File: src/rtl/uart_cmd_responder_pkg.sv
// Shared definitions for the UART command responder.
//   - Command / response byte codes.
//   - Command FSM and byte-fetch FSM state encodings.
//   - Saturating 8-bit add used by the error counter.
package uart_cmd_responder_pkg;

  localparam logic [7:0] CMD_WRITE = 8'h57;  // 'W'
  localparam logic [7:0] CMD_READ  = 8'h52;  // 'R'
  localparam logic [7:0] RSP_OK    = 8'h4B;  // 'K'
  localparam logic [7:0] RSP_ERR   = 8'h45;  // 'E'

  typedef enum logic [2:0] {
    ST_IDLE        = 3'd0,
    ST_GET_ADDR    = 3'd1,
    ST_GET_DATA    = 3'd2,
    ST_BUS_RD      = 3'd3,
    ST_TX_START    = 3'd4,
    ST_TX_WAIT_ON  = 3'd5,
    ST_TX_WAIT_OFF = 3'd6
  } state_e;

  typedef enum logic {
    FT_ARMED    = 1'b0,
    FT_WAIT_LOW = 1'b1
  } fetch_e;

  // Add 0..3 to an 8-bit count, clamping at 255.
  function automatic logic [7:0] sat_add8(input logic [7:0] a, input logic [1:0] inc);
    logic [8:0] s;
    s = {1'b0, a} + {7'b0, inc};
    return s[8] ? 8'hFF : s[7:0];
  endfunction

endpackage

File: src/rtl/uart_cmd_responder_if.sv
// Host-side signal bundle of the UART command responder.
//   UART receive : rxData, dataReceived, dataOverrun, clearDR
//   UART transmit: txData, txRequest, txActive
//   Register bus : busAddr, busWrData, busWrite, busRead, busRdData
//   Status       : cmdErrors, busy
// master = the responder, slave = UART + register file side.
interface uart_cmd_responder_if #(
  parameter int ADDR_W = 4
);
  logic [7:0]        rxData;
  logic              dataReceived;
  logic              dataOverrun;
  logic              clearDR;
  logic [7:0]        txData;
  logic              txRequest;
  logic              txActive;
  logic [ADDR_W-1:0] busAddr;
  logic [7:0]        busWrData;
  logic              busWrite;
  logic              busRead;
  logic [7:0]        busRdData;
  logic [7:0]        cmdErrors;
  logic              busy;

  modport master (
    input  rxData, dataReceived, dataOverrun, txActive, busRdData,
    output clearDR, txData, txRequest, busAddr, busWrData, busWrite, busRead,
           cmdErrors, busy
  );

  modport slave (
    output rxData, dataReceived, dataOverrun, txActive, busRdData,
    input  clearDR, txData, txRequest, busAddr, busWrData, busWrite, busRead,
           cmdErrors, busy
  );
endinterface

File: src/rtl/uart_cmd_responder_byte_fetch.sv
// uart_byte_fetch: dataReceived/clearDR handshake toward the UART receiver.
//   clk, rst_n     : clock, async active-low reset
//   accept         : consumer can take a byte this cycle
//   data_received  : UART byte-ready level
//   rx_data        : UART byte
//   clear_dr       : one-cycle acknowledge to the UART
//   byte_valid     : one-cycle strobe, rx_byte valid
//   rx_byte        : captured byte
// After a capture the fetcher waits for data_received to drop before
// re-arming, so a level held high is captured exactly once.
module uart_byte_fetch
  import uart_cmd_responder_pkg::*;
(
  input  logic       clk,
  input  logic       rst_n,
  input  logic       accept,
  input  logic       data_received,
  input  logic [7:0] rx_data,
  output logic       clear_dr,
  output logic       byte_valid,
  output logic [7:0] rx_byte
);

  fetch_e     st_q, st_d;
  logic       vld_q, vld_d;
  logic [7:0] byte_q, byte_d;

  always_comb begin
    st_d   = st_q;
    vld_d  = 1'b0;
    byte_d = byte_q;
    case (st_q)
      FT_ARMED: begin
        if (accept && data_received) begin
          byte_d = rx_data;
          vld_d  = 1'b1;
          st_d   = FT_WAIT_LOW;
        end
      end
      FT_WAIT_LOW: begin
        if (!data_received) st_d = FT_ARMED;
      end
      default: st_d = FT_ARMED;
    endcase
  end

  always_ff @(posedge clk or negedge rst_n) begin
    if (!rst_n) begin
      st_q   <= FT_ARMED;
      vld_q  <= 1'b0;
      byte_q <= 8'h00;
    end else begin
      st_q   <= st_d;
      vld_q  <= vld_d;
      byte_q <= byte_d;
    end
  end

  // Acknowledge and strobe are the same registered pulse.
  assign clear_dr   = vld_q;
  assign byte_valid = vld_q;
  assign rx_byte    = byte_q;

endmodule

File: src/rtl/uart_cmd_responder.sv
// uart_cmd_responder: parses 'W' addr data / 'R' addr commands from UART
// bytes into single-cycle register-bus accesses and answers with one byte
// ('K' for write, read data for read, 'E' for an unknown command).
//   masterClock : clock, rising edge
//   reset       : asynchronous, active-low
//   io          : uart_cmd_responder_if.master (UART rx/tx, register bus,
//                 cmdErrors saturating error count, busy)
// Optional feature: define UART_CMD_TIMEOUT_EN to abort a partially received
// command after TIMEOUT_CYCLES idle cycles (counted as an error, no response).
module uart_cmd_responder
  import uart_cmd_responder_pkg::*;
#(
  parameter int ADDR_W = 4
`ifdef UART_CMD_TIMEOUT_EN
  , parameter int TIMEOUT_CYCLES = 1000
`endif
) (
  input logic                  masterClock,
  input logic                  reset,
  uart_cmd_responder_if.master io
);

  state_e            state_q, state_d;
  logic              is_wr_q, is_wr_d;
  logic [ADDR_W-1:0] bus_addr_q, bus_addr_d;
  logic [7:0]        bus_wr_data_q, bus_wr_data_d;
  logic              bus_write_q, bus_write_d;
  logic              bus_read_q, bus_read_d;
  logic [7:0]        tx_data_q, tx_data_d;
  logic              tx_request_q, tx_request_d;
  logic [7:0]        cmd_errors_q, cmd_errors_d;
  logic              ovr_q;

  logic       accept, byte_valid, clear_dr, ovr_edge, tmo_hit;
  logic [7:0] rx_byte;
  logic [1:0] err_inc;

  assign accept   = (state_q == ST_IDLE) || (state_q == ST_GET_ADDR) ||
                    (state_q == ST_GET_DATA);
  assign ovr_edge = io.dataOverrun && !ovr_q;

  uart_byte_fetch u_fetch (
    .clk           (masterClock),
    .rst_n         (reset),
    .accept        (accept),
    .data_received (io.dataReceived),
    .rx_data       (io.rxData),
    .clear_dr      (clear_dr),
    .byte_valid    (byte_valid),
    .rx_byte       (rx_byte)
  );

`ifdef UART_CMD_TIMEOUT_EN
  localparam int TMO_W = $clog2(TIMEOUT_CYCLES + 1);
  logic [TMO_W-1:0] tmo_q, tmo_d;
  logic             in_get;

  assign in_get = (state_q == ST_GET_ADDR) || (state_q == ST_GET_DATA);
  // A byte arriving on the last allowed cycle wins over the timeout.
  assign tmo_hit = in_get && !byte_valid && (tmo_q == TMO_W'(TIMEOUT_CYCLES - 1));

  always_comb begin
    tmo_d = '0;
    if (in_get && !byte_valid) tmo_d = tmo_q + TMO_W'(1);
  end

  always_ff @(posedge masterClock or negedge reset) begin
    if (!reset) tmo_q <= '0;
    else        tmo_q <= tmo_d;
  end
`else
  assign tmo_hit = 1'b0;
`endif

  always_comb begin
    state_d       = state_q;
    is_wr_d       = is_wr_q;
    bus_addr_d    = bus_addr_q;
    bus_wr_data_d = bus_wr_data_q;
    bus_write_d   = 1'b0;
    bus_read_d    = 1'b0;
    tx_data_d     = tx_data_q;
    tx_request_d  = 1'b0;
    // Overrun edges count in every state; other sources add on top.
    err_inc       = {1'b0, ovr_edge};
    case (state_q)
      ST_IDLE: begin
        if (byte_valid) begin
          if (rx_byte == CMD_WRITE) begin
            is_wr_d = 1'b1;
            state_d = ST_GET_ADDR;
          end else if (rx_byte == CMD_READ) begin
            is_wr_d = 1'b0;
            state_d = ST_GET_ADDR;
          end else begin
            err_inc   = err_inc + 2'd1;
            tx_data_d = RSP_ERR;
            state_d   = ST_TX_START;
          end
        end
      end
      ST_GET_ADDR: begin
        if (ovr_edge || tmo_hit) begin
          if (tmo_hit) err_inc = err_inc + 2'd1;
          state_d = ST_IDLE;
        end else if (byte_valid) begin
          bus_addr_d = rx_byte[ADDR_W-1:0];
          if (is_wr_q) begin
            state_d = ST_GET_DATA;
          end else begin
            bus_read_d = 1'b1;
            state_d    = ST_BUS_RD;
          end
        end
      end
      ST_GET_DATA: begin
        if (ovr_edge || tmo_hit) begin
          if (tmo_hit) err_inc = err_inc + 2'd1;
          state_d = ST_IDLE;
        end else if (byte_valid) begin
          bus_wr_data_d = rx_byte;
          bus_write_d   = 1'b1;
          tx_data_d     = RSP_OK;
          state_d       = ST_TX_START;
        end
      end
      // Runs in the cycle busRead is high; the bus returns data one cycle
      // after the address was presented.
      ST_BUS_RD: begin
        tx_data_d = io.busRdData;
        state_d   = ST_TX_START;
      end
      ST_TX_START: begin
        tx_request_d = 1'b1;
        state_d      = ST_TX_WAIT_ON;
      end
      ST_TX_WAIT_ON: begin
        if (io.txActive) state_d = ST_TX_WAIT_OFF;
      end
      ST_TX_WAIT_OFF: begin
        if (!io.txActive) state_d = ST_IDLE;
      end
      default: state_d = ST_IDLE;
    endcase
    cmd_errors_d = sat_add8(cmd_errors_q, err_inc);
  end

  always_ff @(posedge masterClock or negedge reset) begin
    if (!reset) begin
      state_q       <= ST_IDLE;
      is_wr_q       <= 1'b0;
      bus_addr_q    <= '0;
      bus_wr_data_q <= 8'h00;
      bus_write_q   <= 1'b0;
      bus_read_q    <= 1'b0;
      tx_data_q     <= 8'h00;
      tx_request_q  <= 1'b0;
      cmd_errors_q  <= 8'h00;
      ovr_q         <= 1'b0;
    end else begin
      state_q       <= state_d;
      is_wr_q       <= is_wr_d;
      bus_addr_q    <= bus_addr_d;
      bus_wr_data_q <= bus_wr_data_d;
      bus_write_q   <= bus_write_d;
      bus_read_q    <= bus_read_d;
      tx_data_q     <= tx_data_d;
      tx_request_q  <= tx_request_d;
      cmd_errors_q  <= cmd_errors_d;
      ovr_q         <= io.dataOverrun;
    end
  end

  assign io.clearDR   = clear_dr;
  assign io.busAddr   = bus_addr_q;
  assign io.busWrData = bus_wr_data_q;
  assign io.busWrite  = bus_write_q;
  assign io.busRead   = bus_read_q;
  assign io.txData    = tx_data_q;
  assign io.txRequest = tx_request_q;
  assign io.cmdErrors = cmd_errors_q;
  assign io.busy      = (state_q != ST_IDLE);

endmodule
File: src/flat_wrapper.sv
// flat-port wrapper written by rule: the top's interface ports become plain ports
module uart_cmd_responder_flat import uart_cmd_responder_pkg::*;
#(
  parameter int ADDR_W = 4

)
  (masterClock, reset, io_rxData, io_dataReceived, io_dataOverrun, io_txActive, io_busRdData, io_clearDR, io_txData, io_txRequest, io_busAddr, io_busWrData, io_busWrite, io_busRead, io_cmdErrors, io_busy);
  uart_cmd_responder_if #(.ADDR_W(ADDR_W)) io_i ();
  input logic masterClock;
  input logic reset;
  input wire logic [$bits(io_i.rxData)-1:0] io_rxData;
  input wire logic [$bits(io_i.dataReceived)-1:0] io_dataReceived;
  input wire logic [$bits(io_i.dataOverrun)-1:0] io_dataOverrun;
  input wire logic [$bits(io_i.txActive)-1:0] io_txActive;
  input wire logic [$bits(io_i.busRdData)-1:0] io_busRdData;
  output wire logic [$bits(io_i.clearDR)-1:0] io_clearDR;
  output wire logic [$bits(io_i.txData)-1:0] io_txData;
  output wire logic [$bits(io_i.txRequest)-1:0] io_txRequest;
  output wire logic [$bits(io_i.busAddr)-1:0] io_busAddr;
  output wire logic [$bits(io_i.busWrData)-1:0] io_busWrData;
  output wire logic [$bits(io_i.busWrite)-1:0] io_busWrite;
  output wire logic [$bits(io_i.busRead)-1:0] io_busRead;
  output wire logic [$bits(io_i.cmdErrors)-1:0] io_cmdErrors;
  output wire logic [$bits(io_i.busy)-1:0] io_busy;
  assign io_i.rxData = io_rxData;
  assign io_i.dataReceived = io_dataReceived;
  assign io_i.dataOverrun = io_dataOverrun;
  assign io_i.txActive = io_txActive;
  assign io_i.busRdData = io_busRdData;
  assign io_clearDR = io_i.clearDR;
  assign io_txData = io_i.txData;
  assign io_txRequest = io_i.txRequest;
  assign io_busAddr = io_i.busAddr;
  assign io_busWrData = io_i.busWrData;
  assign io_busWrite = io_i.busWrite;
  assign io_busRead = io_i.busRead;
  assign io_cmdErrors = io_i.cmdErrors;
  assign io_busy = io_i.busy;
  uart_cmd_responder #(.ADDR_W(ADDR_W)) u_core (.masterClock(masterClock), .reset(reset), .io(io_i));
endmodule
File: config.mk
export PLATFORM = sky130hd
export DESIGN_NAME = uart_cmd_responder_flat
export DESIGN_NICKNAME = d
export VERILOG_FILES = /design/src/rtl/uart_cmd_responder_pkg.sv /design/src/rtl/uart_cmd_responder_if.sv /design/src/rtl/uart_cmd_responder_byte_fetch.sv /design/src/rtl/uart_cmd_responder.sv /design/src/flat_wrapper.sv
export SDC_FILE = /design/constraint.sdc
export NUM_CORES = 1
export LEC_CHECK = 0
export ABC_AREA = 1
export BUFFER_PORTS_ARGS = -buffer_cell sky130_fd_sc_hd__buf_2
export CAP_MARGIN = 40
export CORE_UTILIZATION = 30
export CTS_CLUSTER_DIAMETER = 30
export DETAILED_ROUTE_END_ITERATION = 16
export PLACE_DENSITY = 0.56
export SETUP_SLACK_MARGIN = 0.05
export SYNTH_ARGS = -nofsm -noshare
export SYNTH_HDL_FRONTEND = slang
export SYNTH_SLANG_ARGS = --single-unit
File: constraint.sdc
create_clock -name masterClock -period 7.25 [get_ports masterClock]
set_clock_uncertainty 0.15 [all_clocks]
set_input_delay 0.3625 -clock masterClock [delete_from_list [all_inputs] [get_ports masterClock]]
set_output_delay 0.3625 -clock masterClock [all_outputs]
set_load 0.05 [all_outputs]
; ---- Word-level counts from Yosys, hierarchy flattened
; Cells that the tools add are included.
[word_totals]
ff_bits = 46
input_bits = 21
out_inout_bits = 33
wordCells = 87
[classes]
addsub = 2
n_eq_ne = 17
muxes = 37
bitwise_logic = 2
reduce_logical = 16
[ops]
columns = operator, n
row1 = $mux W8, 6
row2 = $mux W3, 9
row3 = $pmux W8 S3, 1
row4 = $pmux W3 S7, 1
row5 = $eq A8 B7 Y1 const B, 2
row6 = $mux W1, 15
row7 = $ne A2 B2 Y1 const B, 7
row8 = $add A8 B2 Y9, 1
row9 = $eq A3 B3 Y1 const B, 3
row10 = $reduce_and A3 Y1, 3
row11 = $eq A3 B2 Y1 const B, 2
row12 = $mux W2, 3
row13 = $ne A3 B2 Y1 const B, 2
row14 = $reduce_and A6 Y1, 1
row15 = $reduce_bool A3 Y1, 2
row16 = $reduce_and A5 Y1, 1
row17 = $pmux W2 S2, 1
row18 = $eq A3 B1 Y1 const B, 1
row19 = $logic_not A3 Y1, 1
row20 = $add A1 B1 Y2 const B, 1
row21 = $logic_and A1 B1 Y1, 2
row22 = $logic_or A1 B1 Y1, 2
row23 = $not A1 Y1, 2
row24 = $pmux W1 S2, 1
row25 = other kinds (4), 4

; ---- Depth between registers and ports, before layout
[logic_depth]
depth_word = 9
ltp_mapped = 14
depth_no_buf = 14

; ---- By module
; From an unflattened synthesis, not the netlist that was laid out.
[hier_totals]
cells_unflattened = 267
area_unflattened_um2 = 2262.2
[modules_own_cells]
columns = mod, instances, cells_each, area_per_inst_um2, seq_area_each_um2
row1 = uart_cmd_responder, 1, 225, 1843.0, 900.9
row2 = uart_byte_fetch, 1, 42, 419.2, 250.2

; ---- Worst setup path after synthesis
; No wires, ideal clock.
[synth_path]
kind = register to register
from = reg u_core.state_q[2]
to = reg u_core.cmd_errors_q[7] (netlist: u_core.io.cmdErrors[7])
setup_ps = 74
t_arrival_ps = 2436
required_time_ps = 7026
path_slack_ps = 4590
path_stages_with_launch = 14
path_buffers = 1
synth_period_minus_slack_ps = 2660
cell_sequence = dfrtp_1 > inv_2 > buf_6 > nand2_2 > nor2_1 > nand2_1 > a21oi_1 > ha_1 > inv_1 > fa_1 > nor2_1 > and2_1 > nand3_1 > nand3_1
[synth_via]
elab_chain_len = 5
elab_cells_between_ends = 7
classes_between = 1 x add/sub / 2 x eq/ne / 2 x mux / 2 x reduce/logical
[synth_rtl]
columns = element, line_no
row1 = start: declaration, uart_cmd_responder.sv:23  ; state_e state_q, state_d;
row2 = start signal: assignment, uart_cmd_responder.sv:161  ; state_q <= state_d;
row3 = $eq A3 B2 Y1 or $eq A3 B1 Y1 (tied branches), uart_cmd_responder.sv:86  ; case (state_q)
row4 = $reduce_or A2 Y1 (no line), --
row5 = $pmux W2 S2 *, uart_cmd_responder.sv:86
row6 = $add A8 B2 Y9 *, uart_cmd_responder_pkg.sv:30  ; s = {1'b0, a} + {7'b0, inc};
row7 = $mux W8 *, uart_cmd_responder_pkg.sv:31  ; return s[8] ? 8'hFF : s[7:0];
row8 = net u_core.cmd_errors_d[7], uart_cmd_responder.sv:31  ; logic [7:0] cmd_errors_q, cmd_errors_d;
row9 = end signal: assignment, uart_cmd_responder.sv:169  ; cmd_errors_q <= cmd_errors_d;
row10 = end: declaration, uart_cmd_responder.sv:31
; The timed path passes the listed nets; every way through them passes the cells marked *.
; A chain may end at the register's enable or synchronous reset.

; ---- Final worst setup path
[layout_path]
from = reg u_core.u_fetch.byte_q[7] (netlist: u_core.u_fetch.rx_byte[7])
to = reg u_core.cmd_errors_q[5] (netlist: u_core.io.cmdErrors[5])
[layout_via]
elab_chain_len = 7
elab_cells_between_ends = 8
classes_between = 1 x add/sub / 2 x eq/ne / 5 x mux
[layout_rtl]
columns = element, line_no
row1 = start: declaration, uart_cmd_responder_byte_fetch.sv:26  ; logic [7:0] byte_q, byte_d;
row2 = start signal: assignment, uart_cmd_responder_byte_fetch.sv:55  ; byte_q <= byte_d;
row3 = $eq A8 B7 Y1, uart_cmd_responder.sv:92  ; end else if (rx_byte == CMD_READ) begin
row4 = $mux W2, uart_cmd_responder.sv:92
row5 = $mux W2 *, uart_cmd_responder.sv:89  ; if (rx_byte == CMD_WRITE) begin
row6 = $mux W2 *, uart_cmd_responder.sv:88  ; if (byte_valid) begin
row7 = $pmux W2 S2 *, uart_cmd_responder.sv:86
row8 = $add A8 B2 Y9 *, uart_cmd_responder_pkg.sv:30
row9 = $mux W8 *, uart_cmd_responder_pkg.sv:31
row10 = net u_core.cmd_errors_d[5], uart_cmd_responder.sv:31
; Marks and branches as above.

==> reports/qor.csv <==
stage,metric,value,unit
floorplan,Die Wd,87.90,um
cells_and_area,antenna cell count,0,
critical_path,WP data required,7.33,ns
synth,yosys warns,0,
cells_and_area,Post-Layout Cell Count,419,
routing,Via density,4.377,
critical_path,most frequent CP cell,nor2_1,
outcome,failing checks,hold timing,
routing,top sig layer,met4,
sta,Worst Tran Pin Value,0.5789,ns
pwr,VDD IR max,0.0002483,V
critical_path,CP arrival,2.99,ns
sta,FMAX,0.3437,GHz
cells_and_area,post-route design area,2663,um2
cells_and_area,most frequent cells in the layout,"88 x nand2_1, 53 x buf_2, 46 x dfrtp_1, 29 x inv_1, 19 x nand3_1",
grt,GR Overflow Total,0,
clocking,clock-pin slew on the worst setup and hold paths,0.08,ns
cells_and_area,"commonest non-fill, non-tap cell in the layout",nand2_1,
synth,register area share after synthesis,52.01,%
clocking,Post-CTS Setup Inserts,0,
synth,"Net Count, Synth",290,
cells_and_area,share of post-route cells with drive strength above 1,26.93,%
grt,pin count of the biggest net entering global routing,47,
clocking,post-cts resize count,0,
cells_and_area,fillers,741,
synth,mean post-synth cell area,8.352,um2
floorplan,DIE AREA,7726,um2
synth,Post-Syn Area,2213,um2
placed_design,hpwl dp,3.549,mm
grt,wire length of the first global-routing pass,8.073,mm
placed_design,Inst Count DP,411,
clocking,later-pin clock latency in the skew report,0.30,ns
routing,final wirelength,4.689,mm
critical_path,CP cell instances,"inv_1, nand2_1, nor2_1, nand4_1, ha_1, nor2_1, a21oi_1, ha_1, inv_1, fa_1, nor2_1, and2_1, nand3_1, nand3_1",
clocking,TritonCTS sink count,46,
clocking,TritonCTS Buffers,5,
sta,setup ws final,4.340,ns
cells_and_area,final net count,347,
clocking,clk root buf,clkbuf_8,
grt,gr usage total,13.60,%
floorplan,Die Height,87.90,um
outcome,status,finished with violations,
synth,Yosys cell types,27,
sta,Fin Hold WS,-0.01227,ns
sta,Final Cycle Share,40.13,%
placed_design,I/O Buffers,53,
synth,area share of the largest cell type after synthesis,52.01,%
synth,Syn Inst Count,265,
routing,length of routed met2 wiring,2.135,mm
routing,drt drc,0,
routing,met3 wire len,232,um
sta,Final Setup Violations,0,
clocking,htree depth,2,
routing,Pre-Repair DR Iteration Count,4,
grt,vias in the first global route,1807,
clocking,CTS tree,built,
sta,"Slew Viols, Final",0,
sta,final hold violation count,16,
floorplan,CORE AREA,6944,um2
critical_path,critical path's slowest cell,fa_1,
placed_design,RePlAce Congestion,0.7788,
floorplan,num rows,30,
floorplan,I/O pin total,54,
synth,post-synth top area cell,dfrtp_1,
critical_path,"slowest stage delay, CP",0.37,ns
routing,WL/cell,11.19,um
synth,#FFs+latches synth,46,
placed_design,Area after DPL,2567,um2
sta,Setup TNS,0,ns
grt,antenna violations before repair,0,
sta,unrepaired setup endpoints after global routing,false,
routing,initial drt markers,80,
routing,wl on met1,2.282,mm
sta,Slew headroom,61.41,%
critical_path,crit path max fanout,7,
critical_path,critical path class,reg -> reg,
critical_path,Worst setup EP type,flip-flop,
critical_path,cell family with most CP delay,simple AND/OR/NAND/NOR gates,
critical_path,WP buf/inv,2,
synth,top post-synthesis cells by area,"dfrtp_1 52%, nand2_1 15%, inv_1 4.9%",
floorplan,initial core utilization,31.87,%
min_path,HP Class,in -> async,
clocking,hold_buf cts,0,
pwr,Lkg Pwr,1.460,nW
clocking,CTS max path bufs,2,
routing,routed vias,1834,
job,max-cap violations,0,
critical_path,CP Launch Type,flip-flop,
placed_design,dpl ws,4.328,ns
cells_and_area,Area Growth Syn to Fin,20.29,%
sta,min cycle time layout,2.910,ns
routing,post-route antenna net violation count,0,
pwr,pwr dens,457.7,nW/um2
## path summary, 6_finish.rpt
kind	startpoint	to	slack [ns]	cells past startpoint
min reg2reg	u_core.io.txData[0]	u_core.io.txData[0]	0.32	2
max	u_core.u_fetch.rx_byte[7]	u_core.io.cmdErrors[5]	4.34	14
min in group masterClock	io_dataOverrun	u_core.ovr_q	0.04	1
max in group asynchronous	reset	u_core.io.cmdErrors[7]	6.57	2
max reg2reg	u_core.u_fetch.rx_byte[7]	u_core.io.cmdErrors[5]	4.34	14
min	reset	u_core.io.txData[6]	-0.01	2
## routing by layer
layer  track usage, %  up-vias
met4            3.130        0
li1                 -      947
met3            4.147        4
met5                0        -
met1            17.18      841
met2            22.83       42
## final cells by class
class	count	area [um2]	share of cell area (%)
Clock buffer	6	82.58	3.102
Sequential cell	46	1151	43.23
Clock inverter	2	12.51	0.4699
Inverter	34	127.6	4.793
Tap cell	96	120.1	4.511
Multi-Input combinational cell	181	895.9	33.65
Timing Repair Buffer	54	272.8	10.24
## cell families after synthesis
kind of cell | after synthesis | synth area share, %
buffers and inverters | 38 | 7.518
DFF | 46 | 52.01
adders and majority gates | 4 | 2.601
AOI/OAI and AO/OA | 28 | 7.461
and+or+nand+nor | 148 | 30.02
xor gates and xnor gates | 1 | 0.3958
## Yosys cell counts
| master | count |
|---|---|
| nor2_2 | 3 |
| nand2_4 | 1 |
| xor2_1 | 1 |
| o21ai_2 | 6 |
| nand4_4 | 1 |
| a21oi_1 | 3 |
| inv_2 | 5 |
| nor2_1 | 18 |
| buf_2 | 1 |
| or2_0 | 2 |
| buf_6 | 3 |
| nor3_2 | 1 |
| nand3_1 | 19 |
| or2_2 | 1 |
| o21ai_0 | 17 |
| o21ai_1 | 1 |
| nor3_1 | 1 |
| a21boi_0 | 1 |
| and2_1 | 1 |
| nand4_1 | 5 |
| nand2_2 | 6 |
| ha_1 | 3 |
| nand2_1 | 88 |
| dfrtp_1 | 46 |
| inv_1 | 29 |
| nor2_4 | 1 |
| fa_1 | 1 |
## report_power, final
part	internal, mW	leakage [nW]	switching (mW)
logic	0.153	0.826	0.476
clock network	0.0766	0.0472	0.0851
registers	0.356	0.587	0.0722
total	0.586	1.46	0.633
## metrics by stage
stage / total power, mW / utilization, %
2_1_floorplan: 0.9261 / -
3_3_place_gp: 1.062 / 36.97
3_5_place_dp: 1.072 / 36.97
4_1_cts: 1.238 / 38.34
5_1_grt: 1.324 / 38.34
6_report: 1.219 / 38.34
## registers in the layout, summed over array words and instances, names as in the netlist
| signal | count |
|---|---|
| u_core.io.busWrite | 1 |
| u_core.u_fetch.byte_valid | 1 |
| u_core.io.txData | 8 |
| u_core.ovr_q | 1 |
| u_core.u_fetch.rx_byte | 8 |
| u_core.u_fetch.st_q | 1 |
| u_core.state_q | 3 |
| u_core.is_wr_q | 1 |
| u_core.io.busRead | 1 |
| u_core.io.busWrData | 8 |
| u_core.io.busAddr | 4 |
| u_core.io.cmdErrors | 8 |
| u_core.io.txRequest | 1 |
## worst reg2reg max path, stage by stage, from the launching register on
cell and delay (ns):
dfrtp_1 0.36, inv_1 0.10, nand2_1 0.07, nor2_1 0.22, nand4_1 0.13, ha_1 0.29
nor2_1 0.04, a21oi_1 0.12, ha_1 0.18, inv_1 0.05, fa_1 0.37, nor2_1 0.19
and2_1 0.18, nand3_1 0.21, nand3_1 0.17
No activity file was read; power rests on OpenSTA's default activity.
